==> src/rtl/axi_line_bridge.sv <==
// AXI3 master shared by the I-cache and D-cache miss engines: line refills,
// line writebacks and single-beat uncached accesses, one transaction at a time.
module axi_line_bridge #(
  parameter int unsigned LINE_WORDS = 8,
  parameter logic [3:0]  I_ID       = 4'd0,
  parameter logic [3:0]  D_ID       = 4'd1
) (
  input  logic        clk,
  input  logic        rst,
  // I-cache side
  input  logic        ic_req,
  input  logic [31:0] ic_addr,
  output logic        ic_rvalid,
  output logic [31:0] ic_rdata,
  output logic        ic_done,
  // D-cache side
  input  logic        dc_req,
  input  logic        dc_we,
  input  logic        dc_uncached,
  input  logic [31:0] dc_addr,
  input  logic [3:0]  dc_wstrb,
  input  logic [31:0] dc_wdata,
  output logic        dc_wnext,
  output logic        dc_rvalid,
  output logic [31:0] dc_rdata,
  output logic        dc_done,
  output logic        bus_err,
  output logic        stall,
  // AXI write address
  output logic [3:0]  awid,
  output logic [31:0] awaddr,
  output logic [3:0]  awlen,
  output logic [2:0]  awsize,
  output logic [1:0]  awburst,
  output logic [1:0]  awlock,
  output logic [3:0]  awcache,
  output logic [2:0]  awprot,
  output logic        awvalid,
  input  logic        awready,
  // AXI write data
  output logic [3:0]  wid,
  output logic [31:0] wdata,
  output logic [3:0]  wstrb,
  output logic        wlast,
  output logic        wvalid,
  input  logic        wready,
  // AXI write response
  input  logic [3:0]  bid,
  input  logic [1:0]  bresp,
  input  logic        bvalid,
  output logic        bready,
  // AXI read address
  output logic [3:0]  arid,
  output logic [31:0] araddr,
  output logic [3:0]  arlen,
  output logic [2:0]  arsize,
  output logic [1:0]  arburst,
  output logic [1:0]  arlock,
  output logic [3:0]  arcache,
  output logic [2:0]  arprot,
  output logic        arvalid,
  input  logic        arready,
  // AXI read data
  input  logic [3:0]  rid,
  input  logic [31:0] rdata,
  input  logic [1:0]  rresp,
  input  logic        rlast,
  input  logic        rvalid,
  output logic        rready
);

  localparam logic [3:0]  LINE_LEN  = 4'(LINE_WORDS - 1);
  localparam logic [31:0] LINE_MASK = ~(32'(LINE_WORDS) * 32'd4 - 32'd1);

  typedef enum logic [2:0] {
    S_IDLE, S_AR, S_R, S_AW, S_W, S_B, S_DONE
  } state_e;

  state_e      state_q, state_d;
  logic        owner_dc_q;
  logic [31:0] addr_q;
  logic [3:0]  len_q;
  logic [3:0]  strb_q;
  logic [3:0]  cnt_q;
  logic        err_q;
  logic        ic_rvalid_q, dc_rvalid_q;
  logic [31:0] rdata_q;

  // IDs are never checked with only one transaction in flight.
  logic unused_ids;
  always_comb unused_ids = ^{rid, bid};

  always_ff @(posedge clk) begin
    if (rst) begin
      state_q     <= S_IDLE;
      owner_dc_q  <= 1'b0;
      addr_q      <= '0;
      len_q       <= '0;
      strb_q      <= '0;
      cnt_q       <= '0;
      err_q       <= 1'b0;
      ic_rvalid_q <= 1'b0;
      dc_rvalid_q <= 1'b0;
      rdata_q     <= '0;
    end else begin
      state_q     <= state_d;
      ic_rvalid_q <= 1'b0;
      dc_rvalid_q <= 1'b0;
      case (state_q)
        S_IDLE: begin
          if (dc_req) begin
            owner_dc_q <= 1'b1;
            addr_q     <= dc_uncached ? dc_addr : (dc_addr & LINE_MASK);
            len_q      <= dc_uncached ? 4'd0 : LINE_LEN;
            strb_q     <= (dc_we && dc_uncached) ? dc_wstrb : 4'hF;
          end else if (ic_req) begin
            owner_dc_q <= 1'b0;
            addr_q     <= ic_addr & LINE_MASK;
            len_q      <= LINE_LEN;
            strb_q     <= 4'hF;
          end
        end
        S_R: begin
          if (rvalid) begin
            ic_rvalid_q <= ~owner_dc_q;
            dc_rvalid_q <= owner_dc_q;
            rdata_q     <= rdata;
            cnt_q       <= cnt_q + 4'd1;
            // A short or long burst is flagged alongside slave error responses.
            if ((rresp != 2'b00) || (rlast && (cnt_q != len_q))) err_q <= 1'b1;
          end
        end
        S_W: begin
          if (wready) cnt_q <= cnt_q + 4'd1;
        end
        S_B: begin
          if (bvalid && (bresp != 2'b00)) err_q <= 1'b1;
        end
        S_DONE: begin
          cnt_q <= '0;
          err_q <= 1'b0;
        end
        default: ;
      endcase
    end
  end

  always_comb begin
    state_d = state_q;
    unique case (state_q)
      S_IDLE: begin
        if (dc_req)      state_d = dc_we ? S_AW : S_AR;
        else if (ic_req) state_d = S_AR;
      end
      S_AR:    if (arready) state_d = S_R;
      S_R:     if (rvalid && rlast) state_d = S_DONE;
      S_AW:    if (awready) state_d = S_W;
      S_W:     if (wready && (cnt_q == len_q)) state_d = S_B;
      S_B:     if (bvalid) state_d = S_DONE;
      S_DONE:  state_d = S_IDLE;
      default: state_d = S_IDLE;
    endcase
  end

  always_comb begin
    arvalid   = (state_q == S_AR);
    rready    = (state_q == S_R);
    awvalid   = (state_q == S_AW);
    wvalid    = (state_q == S_W);
    bready    = (state_q == S_B);
    araddr    = addr_q;
    awaddr    = addr_q;
    arlen     = len_q;
    awlen     = len_q;
    arsize    = 3'b010;
    awsize    = 3'b010;
    arburst   = 2'b01;
    awburst   = 2'b01;
    arlock    = '0;
    awlock    = '0;
    arcache   = '0;
    awcache   = '0;
    arprot    = '0;
    awprot    = '0;
    arid      = owner_dc_q ? D_ID : I_ID;
    awid      = D_ID;
    wid       = D_ID;
    wdata     = wvalid ? dc_wdata : '0;
    wstrb     = strb_q;
    wlast     = wvalid && (cnt_q == len_q);
    dc_wnext  = wvalid && wready;
    ic_rvalid = ic_rvalid_q;
    dc_rvalid = dc_rvalid_q;
    ic_rdata  = rdata_q;
    dc_rdata  = rdata_q;
    ic_done   = (state_q == S_DONE) && !owner_dc_q;
    dc_done   = (state_q == S_DONE) && owner_dc_q;
    bus_err   = (state_q == S_DONE) && err_q;
    stall     = (ic_req | dc_req) & ~(ic_done | dc_done);
  end

endmodule

==> config.mk <==
export PLATFORM = sky130hd
export DESIGN_NAME = axi_line_bridge
export DESIGN_NICKNAME = d
export VERILOG_FILES = /design/src/rtl/axi_line_bridge.sv
export SDC_FILE = /design/constraint.sdc
export NUM_CORES = 1
export LEC_CHECK = 0
export CAP_MARGIN = 5
export CORE_AREA = 2 2 148 150
export CTS_BUF_LIST = sky130_fd_sc_hd__clkbuf_4
export DETAILED_ROUTE_END_ITERATION = 16
export DIE_AREA = 0 0 150 152
export SLEW_MARGIN = 10
export SYNTH_ARGS = -nofsm -noshare
export SYNTH_HDL_FRONTEND = slang
export SYNTH_SLANG_ARGS = --single-unit
export TNS_END_PERCENT = 5
==> constraint.sdc <==
create_clock -name clk -period 1.45 [get_ports clk]
set_clock_uncertainty 0.05 [all_clocks]
set_input_delay 0.145 -clock clk [delete_from_list [all_inputs] [get_ports clk]]
set_output_delay 0.145 -clock clk [all_outputs]
set_load 0.02 [all_outputs]
==> flow_metrics.env, run 1 <==
export IMPL_tritoncts="yes"
export IMPL_track_usage_pct=12.75
export IMPL_cts_sinks=80
export IMPL_gp_congestion=0.7669
export IMPL_post_synth_top_area_cell="dfxtp_1"
export IMPL_numCtsBuffers=9
export IMPL_synth_top_cell_area_share_pct=36.35
export IMPL_comb_power_share_pct=55.5
export IMPL_status="finished with violations"
export IMPL_ir_drop_uv=570.9
export IMPL_power_internal_w=0.005589
export IMPL_r2r_end="araddr[22]$_SDFFE_PP0P_"
export IMPL_ys_flop_type="dfxtp_1"
export IMPL_violations="setup timing"
export IMPL_drv_slew=0
export IMPL_insertion_delay_ps=450
export IMPL_cp_end_kind="output pin"
export IMPL_routedWlPerCell_um=14.03
export IMPL_post_drt_via_cell_ratio=4.028
export IMPL_r2r_cells=6
export IMPL_crit_required_ps=1250
export IMPL_die_h_um=152
export IMPL_die_w_um=150
export IMPL_ys_seq_area_share_pct=36.35
export IMPL_p_per_area_nw_per_um2=1282
export IMPL_vias=4451
export IMPL_syn_area_um2=4405
export IMPL_grt_pass1_wl_mm=22.66
export IMPL_p_leak_nw=3.419
export IMPL_fin_ws_ps=-516.5
export IMPL_port_buffers=326
export IMPL_rows=54
export IMPL_worstPathMaxFanout=3
export IMPL_area_delta_synth_final_pct=76.88
export IMPL_timing_final_crit_share_pct=135.6
export IMPL_ys_ff_latch=80
export IMPL_final_nets=976
export IMPL_pre_cts_slack_ps=-591.8
export IMPL_drtAntennaViolNets=0
export IMPL_drtIter0Drc=98
export IMPL_ys_types=40
export IMPL_synth_top_cells_by_count="buf_4 (116), dfxtp_1 (80), nand2_1 (73)"
export IMPL_yosys_warnings=0
export IMPL_drive_gt1_share_pct=31.19
export IMPL_crit_arrival_ps=1770
export IMPL_hold_depth=3
export IMPL_period_needed_ps=1967
export IMPL_ioPinCount=381
export IMPL_syn_area_per_cell_um2=8.204
export IMPL_clk_pin_slew_ps=160
export IMPL_grt_max_degree=42
export IMPL_htreeDepth=3
export IMPL_finalWirelength_mm=15.51
export IMPL_ff2ff_setup_slack_ps=-140
export IMPL_synth_edf_count=0
export IMPL_coreArea_um2=21350
export IMPL_hold_path_class="input port to flop"
export IMPL_synthCells=537
export IMPL_cp_start_kind="flop"
export IMPL_hold_end="dc_rdata[9]$_SDFFE_PP0N_"
export IMPL_max_freq_mhz=508.5
export IMPL_power_share_sequential_pct=31.2
export IMPL_final_cells=1105
export IMPL_drv_cap=0
export IMPL_finalHoldViolCount=0
export IMPL_grt_pass1_vias=4153
export IMPL_first_pass_iters=4
export IMPL_p_sw_w=0.004400
export IMPL_hpwl_mm=11.53
export IMPL_grt_overflow_total=0
export IMPL_clockPowerShare_pct=13.3
export IMPL_antenna_found_initial=1
export IMPL_sw_frac_of_total_pct=44.05
export IMPL_critPathKind="flop to output pin"
export IMPL_clk_path_buf_depth=2
export IMPL_ctsRootBufferMaster="clkbuf_4"
export IMPL_synth_most_common_cell="buf_4"
export IMPL_finalSetupViolations=114
export IMPL_final_cell_area_um2=7792
export IMPL_start_util_pct=20.63
export IMPL_die_area_um2=22800
export IMPL_post_route_drc_count=0
export IMPL_ys_async_sr_fraction_pct=0
export IMPL_reg2reg_from="state_q[0]$_SDFFE_PP0P_"
export IMPL_rsz0062_at_grt="yes"
export IMPL_synth_area_leaders="dfxtp_1 (36%), buf_4 (20%), mux2i_1 (6.8%)"
export IMPL_dp_cells=1075
export IMPL_placed_cell_area_um2=7535
export IMPL_worstHoldStart="rdata[9]"
==> flip-flops by register name (all words and copies together) (netlist names) <==
| signal | flops |
|---|---|
| cnt_q | 4 |
| state_q | 3 |
| wstrb | 4 |
| err_q | 1 |
| owner_dc_q | 1 |
| dc_rvalid | 1 |
| arlen | 1 |
| dc_rdata | 32 |
| araddr | 32 |
| ic_rvalid | 1 |
==> cell type report <==
type | count | area [µm²]
Tap cell | 280 | 350.3
Sequential cell | 80 | 1625
Multi-Input combinational cell | 348 | 2137
Fill cell | 2273 | 13560
Clock inverter | 7 | 60.06
Inverter | 2 | 7.507
Antenna cell | 1 | 2.502
Timing Repair Buffer | 378 | 3542
Clock buffer | 9 | 67.56
==> worst max-delay path by stage <==
stage | end | start | slack, ps
2_1_floorplan | dc_rdata[31]$_SDFFE_PP0N_ | state_q[1]$_SDFFE_PP0P_ | -60
3_3_place_gp | wlast | cnt_q[0]$_SDFFE_PP0P_ | -570
3_5_place_dp | wlast | cnt_q[0]$_SDFFE_PP0P_ | -590
4_1_cts | wlast | arlen[1]$_SDFFE_PP0P_ | -600
5_1_grt | wlast | arlen[1]$_SDFFE_PP0P_ | -610
6_report | wlast | arlen[1]$_SDFFE_PP0P_ | -520
==> layout by cell type, fill, tap and decap left out, types with 2 or more instances in the layout <==
master             n
clkdlybuf4s50_1  140
nand2_1           72
dfxtp_1           67
nor2_1            49
clkbuf_2          46
buf_6             42
conb_1            41
buf_4             39
clkdlybuf4s15_1   38
dlygate4sd2_1     34
mux2i_1           30
and2_4            27
a211oi_1          24
a21oi_2           19
a21oi_1           17
clkdlybuf4s15_2   17
and2_1            12
buf_2             11
dfxtp_2           10
clkbuf_4           9
nor3_1             8
buf_12             8
a22oi_1            6
nor2b_1            4
a211oi_2           4
inv_6              3
clkinvlp_4         3
dfxtp_4            3
nor3b_4            2
nand4_1            2
nor3_2             2
o21ai_0            2
nand2b_1           2
o31ai_1            2
inv_1              2
clkbuf_16          2
==> routing by layer <==
layer	GRT usage [%]	wire length (µm)	up-vias
li1	-	-	2192
met1	14.02	6016	2015
met2	23.40	7826	228
met3	3.724	1381	16
met4	3.774	282	0
met5	0	0	-
==> worst max-delay path, cell delays in order (launching register included) <==
cell	delay, ps
dfxtp_2	350
or4_4	540
a21oi_4	160
and2_4	160
buf_6	100
==> power groups by stage <==
stage / Clock (W) / Sequential (W) / Combinational [W]
finish: 0.00133 / 0.00311 / 0.00555
global route: 0.00153 / 0.00319 / 0.00597
CTS: 0.00144 / 0.00311 / 0.00552
detailed placement: 0 / 0.00314 / 0.00586
global placement: 0 / 0.00314 / 0.00582
floorplan: 0 / 0.00358 / 0.00303
==> through the flow <==
| step | hold slack (ps) | power [W] | util, % | setup TNS (ps) |
|---|---|---|---|---|
| final | 161.7 | 0.009989 | 36.50 | -19550 |
| after detailed placement | 414.4 | 0.009003 | 35.29 | -21020 |
| after global placement | 404.0 | 0.008955 | 35.29 | -19200 |
| after global routing | 107.5 | 0.01069 | 36.50 | -31850 |
| after CTS | 105.8 | 0.01007 | 36.22 | -22640 |
| after floorplan | 231.0 | 0.006603 | - | -2268 |
==> logic make-up (layout without fill, tap and decap cells) <==
family | count (synthesis) | in the layout | synth area share [%]
and+or+nand+nor | 192 | 192 | 20.79
buffers and inverters | 148 | 396 | 23.43
adders and majority gates | 1 | 1 | 0.2840
DFF | 80 | 80 | 36.35
xor gates and xnor gates | 1 | 1 | 0.1988
other | 2 | 42 | 0.1705
AOI/OAI and AO/OA | 83 | 83 | 11.96
muxes | 30 | 30 | 6.816
==> repair_timing <==
item	in CTS	in global routing
buffers inserted	6	2
gates cloned	1	4
hold buffers	1	0
setup endpoints to repair	259	212
pin swaps	5	21
resized for setup	498	159
endpoints found under the hold margin	3	0
Note: power is estimated with default switching activity, not from simulation.
==> run 2, diff against run 1 <==
--- a/config.mk
+++ b/config.mk
@@ -10,7 +10,7 @@
 export CTS_BUF_LIST = sky130_fd_sc_hd__clkbuf_4
 export DETAILED_ROUTE_END_ITERATION = 16
 export DIE_AREA = 0 0 150 152
-export SLEW_MARGIN = 10
+export PLACE_DENSITY = 0.62
 export SYNTH_ARGS = -nofsm -noshare
 export SYNTH_HDL_FRONTEND = slang
 export SYNTH_SLANG_ARGS = --single-unit
==> flow_metrics.env, run 2 (synthesis results as in run 1) <==
export IMPL_die_w_um=150
export IMPL_tritoncts="yes"
export IMPL_setup_tns_ps=-28820
export IMPL_start_util_pct=20.63
export IMPL_hpwl_mm=11.47
export IMPL_p_per_area_nw_per_um2=1312
export IMPL_sw_frac_of_total_pct=42.53
export IMPL_rows=54
export IMPL_finalHoldViolCount=0
export IMPL_final_common_cell="clkdlybuf4s50_1"
export IMPL_drv_cap=0
export IMPL_period_needed_ps=1974
export IMPL_grt_pass1_wl_mm=22.72
export IMPL_final_nets=973
export IMPL_drive_gt1_share_pct=28.87
export IMPL_htreeDepth=3
export IMPL_area_delta_synth_final_pct=76.46
export IMPL_numCtsBuffers=9
export IMPL_drtIter0Drc=104
export IMPL_port_buffers=326
export IMPL_ir_drop_uv=561.4
export IMPL_crit_required_ps=1250
export IMPL_crit_arrival_ps=1780
export IMPL_p_leak_nw=3.425
export IMPL_cts_sinks=80
export IMPL_rsz0062_at_grt="yes"
export IMPL_coreArea_um2=21350
export IMPL_worstPathMaxFanout=3
export IMPL_drv_slew=0
export IMPL_fin_ws_ps=-524.0
export IMPL_critPathKind="flop to output pin"
export IMPL_finalWirelength_mm=15.45
export IMPL_antenna_found_initial=2
export IMPL_grt_pass1_vias=4098
export IMPL_gp_congestion=0.7547
export IMPL_final_util_pct=36.41
export IMPL_drtAntennaViolNets=0
export IMPL_cp_end_kind="output pin"
export IMPL_power_internal_w=0.005861
export IMPL_timing_final_crit_share_pct=136.1
export IMPL_hold_path_class="input port to flop"
export IMPL_max_freq_mhz=506.6
export IMPL_clockPowerShare_pct=15.8
export IMPL_vias=4465
export IMPL_finalSetupViolations=120
export IMPL_final_cell_mix="clkdlybuf4s50_1 (140), nand2_1 (71), dfxtp_1 (70)"
export IMPL_cp_start_kind="flop"
export IMPL_post_route_drc_count=0
export IMPL_track_usage_pct=12.87
export IMPL_clk_path_buf_depth=2
export IMPL_die_area_um2=22800
export IMPL_ctsRootBufferMaster="clkbuf_4"
export IMPL_clk_pin_slew_ps=160
export IMPL_total_power_w=0.01020
export IMPL_power_share_sequential_pct=30.4
export IMPL_final_cell_area_um2=7774
export IMPL_grt_max_degree=61
export IMPL_post_drt_via_cell_ratio=4.052
export IMPL_grt_overflow_total=0
export IMPL_p_sw_w=0.004338
export IMPL_insertion_delay_ps=460
export IMPL_ioPinCount=381
export IMPL_violations="setup timing"
export IMPL_pre_cts_slack_ps=-569.9
export IMPL_routedWlPerCell_um=14.02
export IMPL_comb_power_share_pct=53.8
export IMPL_status="finished with violations"
export IMPL_die_h_um=152
export IMPL_first_pass_iters=4
export IMPL_placed_cell_area_um2=7500
==> run 2: layer usage <==
layer / up-vias / GRT usage, % / routed length, µm / share of wire [%]
met5: - / 0 / 12 / 0.078
met3: 24 / 3.483 / 1447 / 9.4
met4: 2 / 5.121 / 301 / 1.9
met1: 2014 / 14.56 / 6031 / 39
li1: 2192 / - / - / -
met2: 233 / 22.72 / 7655 / 50
==> run 2: area by class of cell <==
| cell class | instances | area (µm²) |
|---|---|---|
| multi-input cells | 348 | 2113 |
| clock buffers | 9 | 67.56 |
| diodes | 1 | 2.502 |
| clock inverters | 7 | 100.1 |
| inverters | 2 | 7.507 |
| fillers | 2285 | 13580 |
| flip-flops and latches | 80 | 1619 |
| well taps | 280 | 350.3 |
| repair buffers | 375 | 3513 |
==> run 2: critical path: stages, from the launching register on <==
cell and delay [ps]:
dfxtp_2 340, or4_4 550, a21oi_4 170, and2_4 160, buf_6 110
==> run 2: repair_timing <==
| action | 4_1_cts | 5_1_grt |
|---|---|---|
| hold buffers | 1 | 0 |
| pin swaps | 14 | 29 |
| hold endpoints to repair | 2 | 0 |
| setup endpoints to repair | 257 | 208 |
| resized for setup | 483 | 154 |
| gates cloned | 1 | 1 |
| buffers inserted | 4 | 8 |
==> run 2: path summary, 6_finish.rpt <==
path | from | end | slack, ps | cells past startpoint
setup / recovery | arlen[1]$_SDFFE_PP0P_ | wlast | -520 | 4
hold / removal | rdata[18] | dc_rdata[18]$_SDFFE_PP0N_ | 150 | 3
setup reg to reg | state_q[0]$_SDFFE_PP0P_ | araddr[30]$_SDFFE_PP0P_ | -240 | 7
hold reg to reg | owner_dc_q$_SDFFE_PP0P_ | ic_rvalid$_SDFF_PP0_ | 420 | 1
==> run 2: metrics by stage <==
step / cells / hold slack, ps
after floorplan: 576 / 231.0
after global placement: 1072 / 407.8
after detailed placement: 1072 / 413.1
after CTS: 1094 / 103.3
after global routing: 1102 / 110.6
final: 1102 / 152.0
==> run 2: power groups by stage <==
stage | Clock (W) | Sequential, W | Combinational [W]
finish | 0.00161 | 0.00310 | 0.00549
global route | 0.00180 | 0.00318 | 0.00593
CTS | 0.00172 | 0.00310 | 0.00544
detailed placement | 0 | 0.00313 | 0.00579
global placement | 0 | 0.00312 | 0.00575
floorplan | 0 | 0.00358 | 0.00303
==> run 3, diff against run 2 <==
--- a/config.mk
+++ b/config.mk
@@ -6,11 +6,13 @@
 export NUM_CORES = 1
 export LEC_CHECK = 0
 export CAP_MARGIN = 5
-export CORE_AREA = 2 2 148 150
+export CELL_PAD_IN_SITES_DETAIL_PLACEMENT = 0
+export CELL_PAD_IN_SITES_GLOBAL_PLACEMENT = 2
+export CORE_MARGIN = 2
+export CORE_UTILIZATION = 14
 export CTS_BUF_LIST = sky130_fd_sc_hd__clkbuf_4
 export DETAILED_ROUTE_END_ITERATION = 16
-export DIE_AREA = 0 0 150 152
-export PLACE_DENSITY = 0.62
+export PLACE_DENSITY = 0.8
 export SYNTH_ARGS = -nofsm -noshare
 export SYNTH_HDL_FRONTEND = slang
 export SYNTH_SLANG_ARGS = --single-unit
==> flow_metrics.env, run 3 (synthesis results as in run 1) <==
export IMPL_port_buffers=326
export IMPL_finalSetupViolations=115
export IMPL_grt_overflow_total=0
export IMPL_post_drt_via_cell_ratio=3.644
export IMPL_hpwl_mm=13.16
export IMPL_start_util_pct=14.33
export IMPL_critPathSlowestCell="or4_4"
export IMPL_cp_start_kind="flop"
export IMPL_tritoncts="yes"
export IMPL_grt_max_degree=41
export IMPL_track_usage_pct=9.784
export IMPL_die_area_um2=32900
export IMPL_final_util_pct=25.72
export IMPL_insertion_delay_ps=450
export IMPL_violations="setup timing"
export IMPL_final_cells=1219
export IMPL_die_w_um=181.4
export IMPL_crit_buf_inv=1
export IMPL_pre_cts_slack_ps=-572.5
export IMPL_clk_path_buf_depth=2
export IMPL_finalWirelength_mm=16.97
export IMPL_cp_end_kind="output pin"
export IMPL_drtIter0Drc=103
export IMPL_status="finished with violations"
export IMPL_final_common_cell="clkdlybuf4s50_1"
export IMPL_grt_pass1_vias=4089
export IMPL_routedWlPerCell_um=13.92
export IMPL_worstPathCellList="or4_4, a21oi_4, and2_4, buf_6"
export IMPL_crit_arrival_ps=1780
export IMPL_cpPeakStageDelay_ps=540
export IMPL_timing_hold_ws_ps=172.4
export IMPL_ctsRootBufferMaster="clkbuf_4"
export IMPL_drive_gt1_share_pct=29.23
export IMPL_numCtsBuffers=9
export IMPL_rsz0062_at_grt="yes"
export IMPL_cts_sinks=80
export IMPL_post_route_drc_count=0
export IMPL_clk_pin_slew_ps=160
export IMPL_final_cell_mix="clkdlybuf4s50_1 (140), nand2_1 (71), dfxtp_1 (65)"
export IMPL_timing_final_crit_share_pct=136.3
export IMPL_dp_cells=1192
export IMPL_area_delta_synth_final_pct=79.49
export IMPL_rows=64
export IMPL_drv_cap=0
export IMPL_ioPinCount=381
export IMPL_p_leak_nw=3.309
export IMPL_coreArea_um2=30750
export IMPL_drv_slew=0
export IMPL_die_h_um=181.4
export IMPL_critPathKind="flop to output pin"
export IMPL_total_power_w=0.01011
export IMPL_hold_path_class="input port to flop"
export IMPL_max_freq_mhz=505.9
export IMPL_final_nets=973
export IMPL_antenna_found_initial=3
export IMPL_first_pass_iters=4
export IMPL_crit_required_ps=1250
export IMPL_vias=4442
export IMPL_drtAntennaViolNets=0
export IMPL_p_per_area_nw_per_um2=1278
export IMPL_ir_drop_uv=470.8
export IMPL_finalHoldViolCount=0
export IMPL_fin_ws_ps=-526.8
export IMPL_grt_pass1_wl_mm=24.41
export IMPL_period_needed_ps=1977
export IMPL_gp_congestion=0.7329
export IMPL_htreeDepth=3
export IMPL_critPathTopFamily="simple AND/OR/NAND/NOR gates"
export IMPL_worstPathMaxFanout=3
-- run 3: changes by cell type in the layout (fill, tap and decap cells not counted), moves of 5 or more --
cell	delta
and2_1	+12
and2_4	-12
buf_2	-8
buf_4	+6
clkdlybuf4s15_1	+12
clkdlybuf4s15_2	+10
dfxtp_1	-5
dfxtp_2	+5
dlygate4sd2_1	-25
-- run 3: area by class of cell --
type	instances	area [µm²]
Antenna cell	2	5.005
Clock buffer	9	67.56
Clock inverter	7	56.30
Fill cell	3354	22840
Inverter	2	7.507
Multi-Input combinational cell	348	2085
Sequential cell	80	1625
Tap cell	396	495.5
Timing Repair Buffer	375	3566
-- run 3: power by group --
group	switching [W]	internal, W
clock	0.000950	0.000371
sequential	0.000436	0.00271
combinational	0.00310	0.00254
total	0.00449	0.00562
-- run 3: worst reg2reg max path: stages (launching register included) --
cell	delay [ps]
dfxtp_2	370
buf_6	120
buf_6	110
nor3b_4	250
buf_4	160
and2_4	140
buf_12	170
nand2_1	130
a21oi_1	120
-- run 3: path summary, 6_finish.rpt --
check / start / endpoint / slack (ps) / depth (start not counted)
setup / recovery: arlen[1]$_SDFFE_PP0P_ / wlast / -530 / 4
hold / removal: rdata[14] / dc_rdata[14]$_SDFFE_PP0N_ / 170 / 3
setup reg to reg: state_q[2]$_SDFFE_PP0P_ / dc_rdata[12]$_SDFFE_PP0N_ / -220 / 8
hold reg to reg: dc_rdata[1]$_SDFFE_PP0N_ / dc_rdata[1]$_SDFFE_PP0N_ / 430 / 2
-- run 3: metal layers --
layer  share of wire, %  global-route usage, %  vias up
li1                   -                      -     2190
met1                 39                  10.35     1995
met2                 52                  18.64      244
met3                8.0                  3.189       11
met4               0.96                  2.341        2
met5              0.071                      0        -
-- run 3: what timing repair did --
| action | in CTS | in global routing |
|---|---|---|
| pin swaps | 14 | 19 |
| endpoints found under the hold margin | 1 | 0 |
| hold buffers | 1 | 0 |
| resized for setup | 532 | 143 |
| gates cloned | 1 | 0 |
| setup endpoints to repair | 257 | 215 |
| buffers inserted | 4 | 4 |
-- run 3: stage by stage --
step | area, µm² | setup TNS (ps)
finish | 7908 | -23230
CTS | 7913 | -26730
detailed placement | 7675 | -19490
global placement | 7675 | -17560
global route | 7905 | -36710
floorplan | 4564 | -2268
